**config.mk**
```make
export PLATFORM = sky130hd
export DESIGN_NAME = led_pwm_driver_flat
export DESIGN_NICKNAME = d
export VERILOG_FILES = /design/src/rtl/led_pwm_driver_if.sv /design/src/rtl/led_pwm_driver.sv /design/src/flat_wrapper.sv
export SDC_FILE = /design/constraint.sdc
export NUM_CORES = 1
export LEC_CHECK = 0
export CORE_MARGIN = 8
export CORE_UTILIZATION = 55
export CTS_CLUSTER_SIZE = 24
export DETAILED_ROUTE_END_ITERATION = 16
export MAX_ROUTING_LAYER = met4
export PLACE_DENSITY = 0.83
export SLEW_MARGIN = 40
export SYNTH_ARGS = -nofsm -noshare
export SYNTH_HDL_FRONTEND = slang
export SYNTH_SLANG_ARGS = --single-unit
```
**constraint.sdc**
```tcl
create_clock -name clk -period 5.45 [get_ports clk]
set_input_delay 0.545 -clock clk [delete_from_list [all_inputs] [get_ports clk]]
set_output_delay 0.545 -clock clk [all_outputs]
set_load 0.1 [all_outputs]
```
**src/rtl/led_pwm_driver_if.sv**
```systemverilog
// PWM driver interface: duty/enable request in, LED drive and status out.
interface led_pwm_driver_if #(
  parameter int unsigned CW = 32
);
  logic          en;
  logic [31:0]   duty_in;
  logic          pwm_out;
  logic          period_start;
  logic [CW-1:0] duty_q;
  logic          sat;

  // Driver side: supplies enable and duty, observes the LED and status.
  modport master (
    output en, duty_in,
    input  pwm_out, period_start, duty_q, sat
  );

  // PWM block side.
  modport slave (
    input  en, duty_in,
    output pwm_out, period_start, duty_q, sat
  );
endinterface

```
**src/rtl/led_pwm_driver.sv**
```systemverilog
// Fixed-period PWM LED driver fed by the ramp counter.
// Duty is clamped to PERIOD and double-buffered into duty_q so that it only changes
// at a period boundary (or continuously while disabled).
// Optional feature macro: PWM_MIN_ON_EN -- duties in 1..MIN_ON-1 are forced to 0 at load.
module led_pwm_driver #(
  parameter int unsigned PERIOD = 10,
  parameter int unsigned CW     = 32,
  parameter int unsigned MIN_ON = 2
) (
  input  logic              clk,
  input  logic              rst,
  led_pwm_driver_if.slave   bus
);

`ifdef PWM_MIN_ON_EN
  localparam bit MIN_ON_EN = 1'b1;
`else
  localparam bit MIN_ON_EN = 1'b0;
`endif

  localparam logic [31:0]   PERIOD_W = 32'(PERIOD);
  localparam logic [CW-1:0] PERIOD_C = CW'(PERIOD);
  localparam logic [CW-1:0] LAST     = CW'(PERIOD - 1);
  localparam logic [CW-1:0] MIN_C    = CW'(MIN_ON);

  logic [CW-1:0] cnt;
  logic          clamp;
  logic [CW-1:0] duty_sat;
  logic [CW-1:0] duty_ld;
  logic          wrap;
  logic          load;

  // Clamp is decided on the full 32-bit request before narrowing to CW.
  assign clamp    = bus.duty_in > PERIOD_W;
  assign duty_sat = clamp ? PERIOD_C : CW'(bus.duty_in);
  // With the min-on feature, sub-visible duties collapse to fully off instead of flickering.
  assign duty_ld  = (MIN_ON_EN && (duty_sat != '0) && (duty_sat < MIN_C)) ? '0 : duty_sat;

  assign wrap = (cnt == LAST);
  // While disabled the shadow tracks the request every cycle; while running only at the wrap.
  assign load = !bus.en || wrap;

  // Period counter, shadow duty and registered outputs; outputs use pre-edge cnt/duty_q.
  always_ff @(posedge clk) begin
    if (rst) begin
      cnt              <= '0;
      bus.duty_q       <= '0;
      bus.pwm_out      <= 1'b0;
      bus.period_start <= 1'b0;
      bus.sat          <= 1'b0;
    end else begin
      bus.pwm_out      <= bus.en && (cnt < bus.duty_q);
      bus.period_start <= bus.en && (cnt == '0);
      bus.sat          <= load && clamp;
      if (load)
        bus.duty_q <= duty_ld;
      cnt <= (!bus.en || wrap) ? '0 : cnt + CW'(1);
    end
  end

endmodule

```
**src/flat_wrapper.sv**
```systemverilog
// flat-port wrapper written by rule: the top's interface ports become plain ports
module led_pwm_driver_flat 
#(
  parameter int unsigned PERIOD = 10,
  parameter int unsigned CW     = 32,
  parameter int unsigned MIN_ON = 2
)
  (clk, rst, bus_en, bus_duty_in, bus_pwm_out, bus_period_start, bus_duty_q, bus_sat);
  led_pwm_driver_if #(.CW(CW)) bus_i ();
  input  logic clk;
  input  logic rst;
  input wire logic [$bits(bus_i.en)-1:0] bus_en;
  input wire logic [$bits(bus_i.duty_in)-1:0] bus_duty_in;
  output wire logic [$bits(bus_i.pwm_out)-1:0] bus_pwm_out;
  output wire logic [$bits(bus_i.period_start)-1:0] bus_period_start;
  output wire logic [$bits(bus_i.duty_q)-1:0] bus_duty_q;
  output wire logic [$bits(bus_i.sat)-1:0] bus_sat;
  assign bus_i.en = bus_en;
  assign bus_i.duty_in = bus_duty_in;
  assign bus_pwm_out = bus_i.pwm_out;
  assign bus_period_start = bus_i.period_start;
  assign bus_duty_q = bus_i.duty_q;
  assign bus_sat = bus_i.sat;
  led_pwm_driver #(.PERIOD(PERIOD), .CW(CW), .MIN_ON(MIN_ON)) u_core (.clk(clk), .rst(rst), .bus(bus_i));
endmodule
```
# [After elaboration in Yosys (flattened, before gate mapping)]
# Cells that the tools add are included.
[word_totals] register_bits=67 input_bits=35 output_inout_bits=35 wordCells=17
[op_classes] add_sub_neg=1 order_cmp=2 eq_ne=1 n_mux=1 n_reduce_logical=7
[op_table] cell="adder 32 x 1 -> 32 bit, second input constant" count=1
[op_table] cell="== test 32 x 4 -> 1 bit, second input constant" count=1
[op_table] cell="> comparator 32 x 4 -> 1 bit, second input constant" count=1
[op_table] cell="logical NOT 32 bit" count=1
[op_table] cell="< comparator 32 bit" count=1
[op_table] cell="2-to-1 mux 32 bit" count=1
[op_table] cell="logical AND 1 bit" count=3
[op_table] cell="OR reduction 2 bit" count=1
[op_table] cell="logical NOT 1 bit" count=1
[op_table] cell="logical OR 1 bit" count=1

# [Longest topological paths before layout]
# Gate-level depths: netlist of run 1.
[depth] depth_word=3 depth_mapped=8 depth_no_buf=7

# [Least setup slack after synthesis of run 1]
# No wires, ideal clock.
[synth_path] kind="register to register" from="register u_core.bus.duty_q[14]" to="register u_core.bus.pwm_out" t_arrival_ns=2.144 t_required_ns=5.364 setup_slack_ns=3.220 stages_incl_launch_ff=8 n_path_buf=0 synth_period_minus_slack_ns=2.230 path_cell_list="dfxtp_1 inv_1 ha_1 nand4_1 nor3_1 a221oi_1 o211ai_1 a211oi_1"
[synth_via] elab_chain_cells=2
[synth_lines] item="from (decl)" line="led_pwm_driver_if.sv:21" text="output pwm_out, period_start, duty_q, sat"
[synth_lines] item="from (signal assigned)" line="led_pwm_driver.sv:56" text="bus.duty_q <= duty_ld;"
[synth_lines] item="< comparator 32 bit" line="led_pwm_driver.sv:52" text="bus.pwm_out <= bus.en && (cnt < bus.duty_q);"
[synth_lines] item="logical AND 1 bit" line="led_pwm_driver.sv:52"
[synth_lines] item="to (signal assigned)" line="led_pwm_driver.sv:52"
[synth_lines] item="to (decl)" line="led_pwm_driver_if.sv:21"
# No other way between the ends.
# A chain may end at the register's enable or synchronous reset.

# [Worst setup path in the final report of run 1]
[layout_path] from="register u_core.cnt[7]" to="register u_core.cnt[10]"
[layout_via] elab_chain_cells=3 word_cells_on_any_way=4
[layout_lines] item="from (decl)" line="led_pwm_driver.sv:26" text="logic [CW-1:0] cnt;"
[layout_lines] item="from (signal assigned)" line="led_pwm_driver.sv:57" text="cnt <= (!bus.en || wrap) ? '0 : cnt + CW'(1);"
[layout_lines] item="parallel branches: the longest is 3 deep, another holds adder 32 x 1 -> 32 bit"
# Parallel ways; which one is timed is not known.

==> metrics.txt, run 1 <==
outcome complete, no violations; Final Power 0.00101 W; Mean Syn Cell Area 8.72 um2; layout cells sized above 1 13.4%; Final min period 2.11 ns; detailed-router iteration count before antenna repair 4; # fillers 510; num ports 70; Slew @ Worst Pin 0.702 ns; worst vdd ir 0.000260 V; final setup TNS 0 ns; Max Clk Rate 0.473 GHz; count of non-filler cells in the finished layout 524; nets@finish 513; ANT cells 0; Crit Path Class reg -> reg; max-cap violations 0; worst-path fanout max 61; Die H 93.0 um; Sink Count 67; drt wl/cell 13.9 um; initial antenna violation count 0; Yosys Warn Count 0; first-pass GRT wire length 12700 um; syn nets 443; post-synth top area share 41.1%; starting density of the core 56.1%; period utilization 38.8%; routed via count 2824; CP Capture Type register; clock slew at reported path FFs 0.07 ns; Worst Clk Skew 0.00371 ns; CTS max path bufs 2; Core Rows 28; Seq cells post-synth 67; gr ovfl total 0; initial DRC count 131; Critical Path AT 2.31 ns; Routed Antenna Nets 0; Slew Viols, Final 0; cell leakage power 1.64 nW; Hold Buf Count CTS 0; area leader, netlist dfxtp_1; TritonCTS buffer count 9; Hold Worst Slack 0.454 ns; post-CTS setup buffers 0; dpl hpwl 5490 um; Hold Fails Final Rpt 0; Relative slew margins 52.8%; Via density 5.39; reg-to-reg slack, setup 3.34 ns; Synth area leaders dfxtp_1 41%, ha_1 13%, nor2_1 7.7%; final WL 7300 um; core area 5820 um2; Post-CTS Resized 0; Cells after Synth 374; HP Class reg -> reg; synth unique cells 38; Startpoint Class register; RePlAce Congestion 0.802; PD cells 249 nW/um2; post-synthesis sequential area ratio 41.1%; area of the multi-input gates 1740 um2; GRT Resource Usage Total 18.5%; H-tree depth 3; register area 1340 um2; Worst EP required 5.65 ns; RSZ-0062 raised after global routing false; pin count of the biggest net entering global routing 62; root buffer selected by CTS clkbuf_8; Syn Std Cell Area 3260 um2; TritonCTS clock tree built; vias in the first global route 2893; DIE AREA 8650 um2; I/O Buffers 69; Clk Latency, worst-skew pair 0.34 ns; Final setup viols 0; cell count after placement 508; area growth from synthesis to layout 24.1%; DRC viols 0; die width 93.0 um
synthesized netlist by cell type:
cell and instances:
a21o_1 2, o32ai_1 1, nand2b_1 3, and3_1 3, nor4_1 15, nand2_1 21
a21oi_1 10, nor2b_1 2, o221a_2 1, o2111ai_1 2, xnor2_1 7, nand3_1 16
o31ai_2 1, a21oi_2 1, and4_1 5, ha_1 34, o22ai_1 1, buf_2 8
nor4_4 1, xor2_1 22, inv_1 37, nor2_1 67, nand4_2 2, o21a_1 2
o21ai_0 4, nand4_1 16, clkbuf_1 2, nand3b_1 2, a2111oi_0 1, nand3_2 1
or3_1 1, a211oi_1 3, a221oi_1 2, nor3_2 1, nor3_1 8, o211ai_1 1
and2_1 1, dfxtp_1 67
layout by cell type, fill, tap and decap left out, types with 3 or more instances in the layout:
cell type	n
a211oi_1	3
a21oi_1	10
and3_1	3
and4_1	5
buf_2	35
clkbuf_8	9
clkdlybuf4s50_1	34
clkinvlp_4	3
dfxtp_1	67
ha_1	34
inv_1	37
nand2_1	21
nand3_1	16
nand4_1	16
nor2_1	67
nor3_1	8
nor4_1	15
o21ai_0	4
xnor2_1	7
xor2_1	22
kinds of logic (layout without fill, tap and decap cells):
kind of cell,Yosys count,after routing,share of synthesized area (%)
buf+inv,47,122,5.72
flops,67,67,41.1
compound gates,32,32,6.79
simple gates,165,165,25.5
xor+xnor,29,29,7.79
fa+ha+maj,34,34,13.0
worst paths after layout:
kind	start	endpoint	cells after the start
worst min-delay path	u_core.bus.duty_q[20]	u_core.bus.duty_q[20]	2
worst max register to register	u_core.cnt[7]	u_core.cnt[10]	5
worst max-delay path	u_core.cnt[7]	u_core.cnt[10]	5
worst min register to register	u_core.bus.duty_q[20]	u_core.bus.duty_q[20]	2
sequential cells by signal (all words and copies together), names as in the netlist:
register                 flops
u_core.bus.duty_q           32
u_core.bus.pwm_out           1
u_core.bus.sat               1
u_core.bus.period_start      1
u_core.cnt                  32
through the flow:
stage / setup WS (ns) / area, um2 / utilization [%]
finish: 3.34 / 4050 / 69.6
global placement: 3.00 / 4000 / 68.8
CTS: 3.34 / 4050 / 69.6
global route: 3.19 / 4050 / 69.6
floorplan: 3.22 / 3260 / -
detailed placement: 3.14 / 3830 / 65.9
layer usage:
layer  vias to the layer above  track usage [%]  part of all wire [%]
met5                         -                -                     0
met4                         0             5.23                   1.2
met3                         9             6.25                   6.3
met2                        86             30.5                    48
met1                      1303             20.7                    45
li1                       1426                -                     -
cell type report:
cell class	instances	share of cell area, %
clock buffers	9	3.06
clock inverters	7	2.29
flip-flops and latches	67	33.1
well taps	75	2.32
inverters	37	3.43
repair buffers	69	12.7
multi-input cells	260	43.0
where the power goes:
part	internal, W	switching [W]
Combinational	0.0000298	0.0000370
Clock	0.000255	0.000189
Sequential	0.000492	0.00000202
worst max-delay path, cell delays in order (launching register included):
cell and delay [ns]:
dfxtp_1 0.37, nor4_1 0.36, nand4_1 0.21, nor3_1 0.27, nand2b_4 0.59, nor2_1 0.12
No activity file was read; power rests on OpenSTA's default activity.
==> run 2: changes to the inputs <==
--- a/config.mk
+++ b/config.mk
@@ -6,11 +6,11 @@
 export NUM_CORES = 1
 export LEC_CHECK = 0
 export CORE_MARGIN = 8
-export CORE_UTILIZATION = 55
+export CORE_UTILIZATION = 46
 export CTS_CLUSTER_SIZE = 24
 export DETAILED_ROUTE_END_ITERATION = 16
 export MAX_ROUTING_LAYER = met4
-export PLACE_DENSITY = 0.83
+export PLACE_DENSITY = 0.73
 export SLEW_MARGIN = 40
 export SYNTH_ARGS = -nofsm -noshare
 export SYNTH_HDL_FRONTEND = slang
==> constraint.sdc (replaced) <==
create_clock -name clk -period 1.8 [get_ports clk]
set_input_delay 0.18 -clock clk [delete_from_list [all_inputs] [get_ports clk]]
set_output_delay 0.18 -clock clk [all_outputs]
set_load 0.1 [all_outputs]
==> metrics.txt, run 2 (synthesized netlist as in run 1, its figures left out) <==
dpl hpwl 6110 um; Startpoint Class register; root buffer selected by CTS clkbuf_8; period utilization 94.9%; max-cap violations 0; Max Clk Rate 0.585 GHz; worst-path fanout max 3; Final min period 1.71 ns; RSZ-0062 raised after global routing true; initial DRC count 82; vias in the first global route 2999; ANT cells 0; worst r2r src u_core.cnt[8]; Final setup viols 0; CP Capture Type register; core area 6830 um2; worst vdd ir 0.000474 V; drt wl/cell 13.7 um; crit-path cells nor4_1 > nand4_1 > o31ai_2 > nand2_1 > o221a_2; detailed-router iteration count before antenna repair 4; Crit path buffers/inverters 0; Slew Viols, Final 0; Max stage delay on crit path 0.34 ns; Largest regs u_core.bus.duty_q: 32 flops, u_core.cnt: 32 flops; final WL 7890 um; num ports 70; Relative slew margins 74.3%; TritonCTS buffer count 9; cell depth of the worst hold path 3; Crit path depth 5; gr ovfl total 0; Sink Count 67; Slowest-stage cell, CP dfxtp_1; Crit Path Class reg -> reg; Critical Path AT 1.95 ns; area growth from synthesis to layout 38.7%; Hold Fails Final Rpt 0; die width 100 um; RePlAce Congestion 0.843; R2R Path End u_core.bus.duty_q[1]; routed via count 2927; Via density 5.07; count of non-filler cells in the finished layout 577; DRC viols 0; Core Rows 30; GRT Resource Usage Total 16.6%; HP Class in -> reg; Worst Clk Skew 0.0134 ns; outcome complete, no violations; CTS max path bufs 2; DIE AREA 10000 um2; starting density of the core 47.7%; GR Layer Usage met3 4.98%; Routed Antenna Nets 0; H-tree depth 3; I/O Buffers 69; most common cell after layout, fill and taps aside nor2_1; Slew @ Worst Pin 0.376 ns; Clk Latency, worst-skew pair 0.35 ns; reg-to-reg slack, setup 0.09 ns; Crit. Startpoint u_core.cnt[8]; cell count after placement 560; Most Crowded Layer GR met2; TritonCTS clock tree built; most frequent cells in the layout 67 x nor2_1, 65 x buf_4, 37 x inv_1; family with the most delay on the worst path simple AND/OR/NAND/NOR gates; nets@finish 545; Die H 100 um; GRT met2 Usage 26.8%; Final Power 0.00292 W; met1 Use GR 18.8%; worst-case reg-to-reg path depth 5; layout cells sized above 1 27.2%; PD cells 646 nW/um2; Worst Hold End u_core.bus.duty_q[0]; initial antenna violation count 0; cell leakage power 1.85 nW; pin count of the biggest net entering global routing 33; first-pass GRT wire length 13100 um; Hold Startpoint bus_duty_in[0]; clock slew at reported path FFs 0.07 ns; Worst EP required 2.04 ns
-- run 2: changes by cell type in the layout (fill, tap and decap cells not counted), sizes merged --
cell / delta
buf: +32
clkinv: +3
clkinvlp: -2
bufinv: -1
-- run 2: worst max path at each step --
stage | to | slack [ns]
finish | u_core.bus.duty_q[1] | 0.09
global route | u_core.bus.duty_q[3] | -0.01
CTS | u_core.bus.duty_q[3] | 0.007
detailed placement | u_core.bus.duty_q[1] | -0.05
global placement | u_core.bus.duty_q[1] | 0.04
floorplan | u_core.bus.pwm_out | 0.01
-- run 2: through the flow --
stage	setup TNS (ns)	instance area [um2]	setup WS, ns	utilization, %	hold WS, ns
after floorplan	0	3340	0.0123	-	0.242
after global routing	-0.0142	4520	-0.0100	66.2	0.471
after CTS	0	4480	0.00703	65.5	0.440
final	0	4520	0.0911	66.2	0.447
after global placement	0	4280	0.0421	62.6	0.447
after detailed placement	-0.579	4280	-0.0506	62.6	0.452
-- run 2: what timing repair did --
item / 4_1_cts / 5_1_grt
hold endpoints to repair: 0 / 0
hold buffers: 0 / 0
gates resized for setup: 1 / 8
pin swaps: 1 / 5
setup endpoints to repair: 55 / 64
setup buffers: 0 / 1
-- run 2: layout make-up --
cell class                 count  area [um2]
inverter                      37         139
timing repair buffer         101         868
multi-input combinational    260        1780
clock buffer                   9         124
clock inverter                 7        68.8
tap                           96         120
fill                         593        2310
sequential                    67        1430
-- run 2: power breakdown --
| group | internal (W) | switching [W] |
|---|---|---|
| clock network | 0.000634 | 0.000596 |
| logic | 0.000105 | 0.000116 |
| registers | 0.00147 | 0.00000677 |
-- run 2: worst register-to-register path, delay by kind of cell, from the launching register on --
family           cells  cell delay, ns
AO/OA/AOI/OAI        2            0.59
flip-flops           1            0.34
AND/OR/NAND/NOR      3            0.66
-- run 2: metal layers --
metal | wire, um | up-vias
met5 | 0 | -
met4 | 144 | 0
met3 | 415 | 14
met2 | 3690 | 73
met1 | 3640 | 1345
li1 | - | 1495
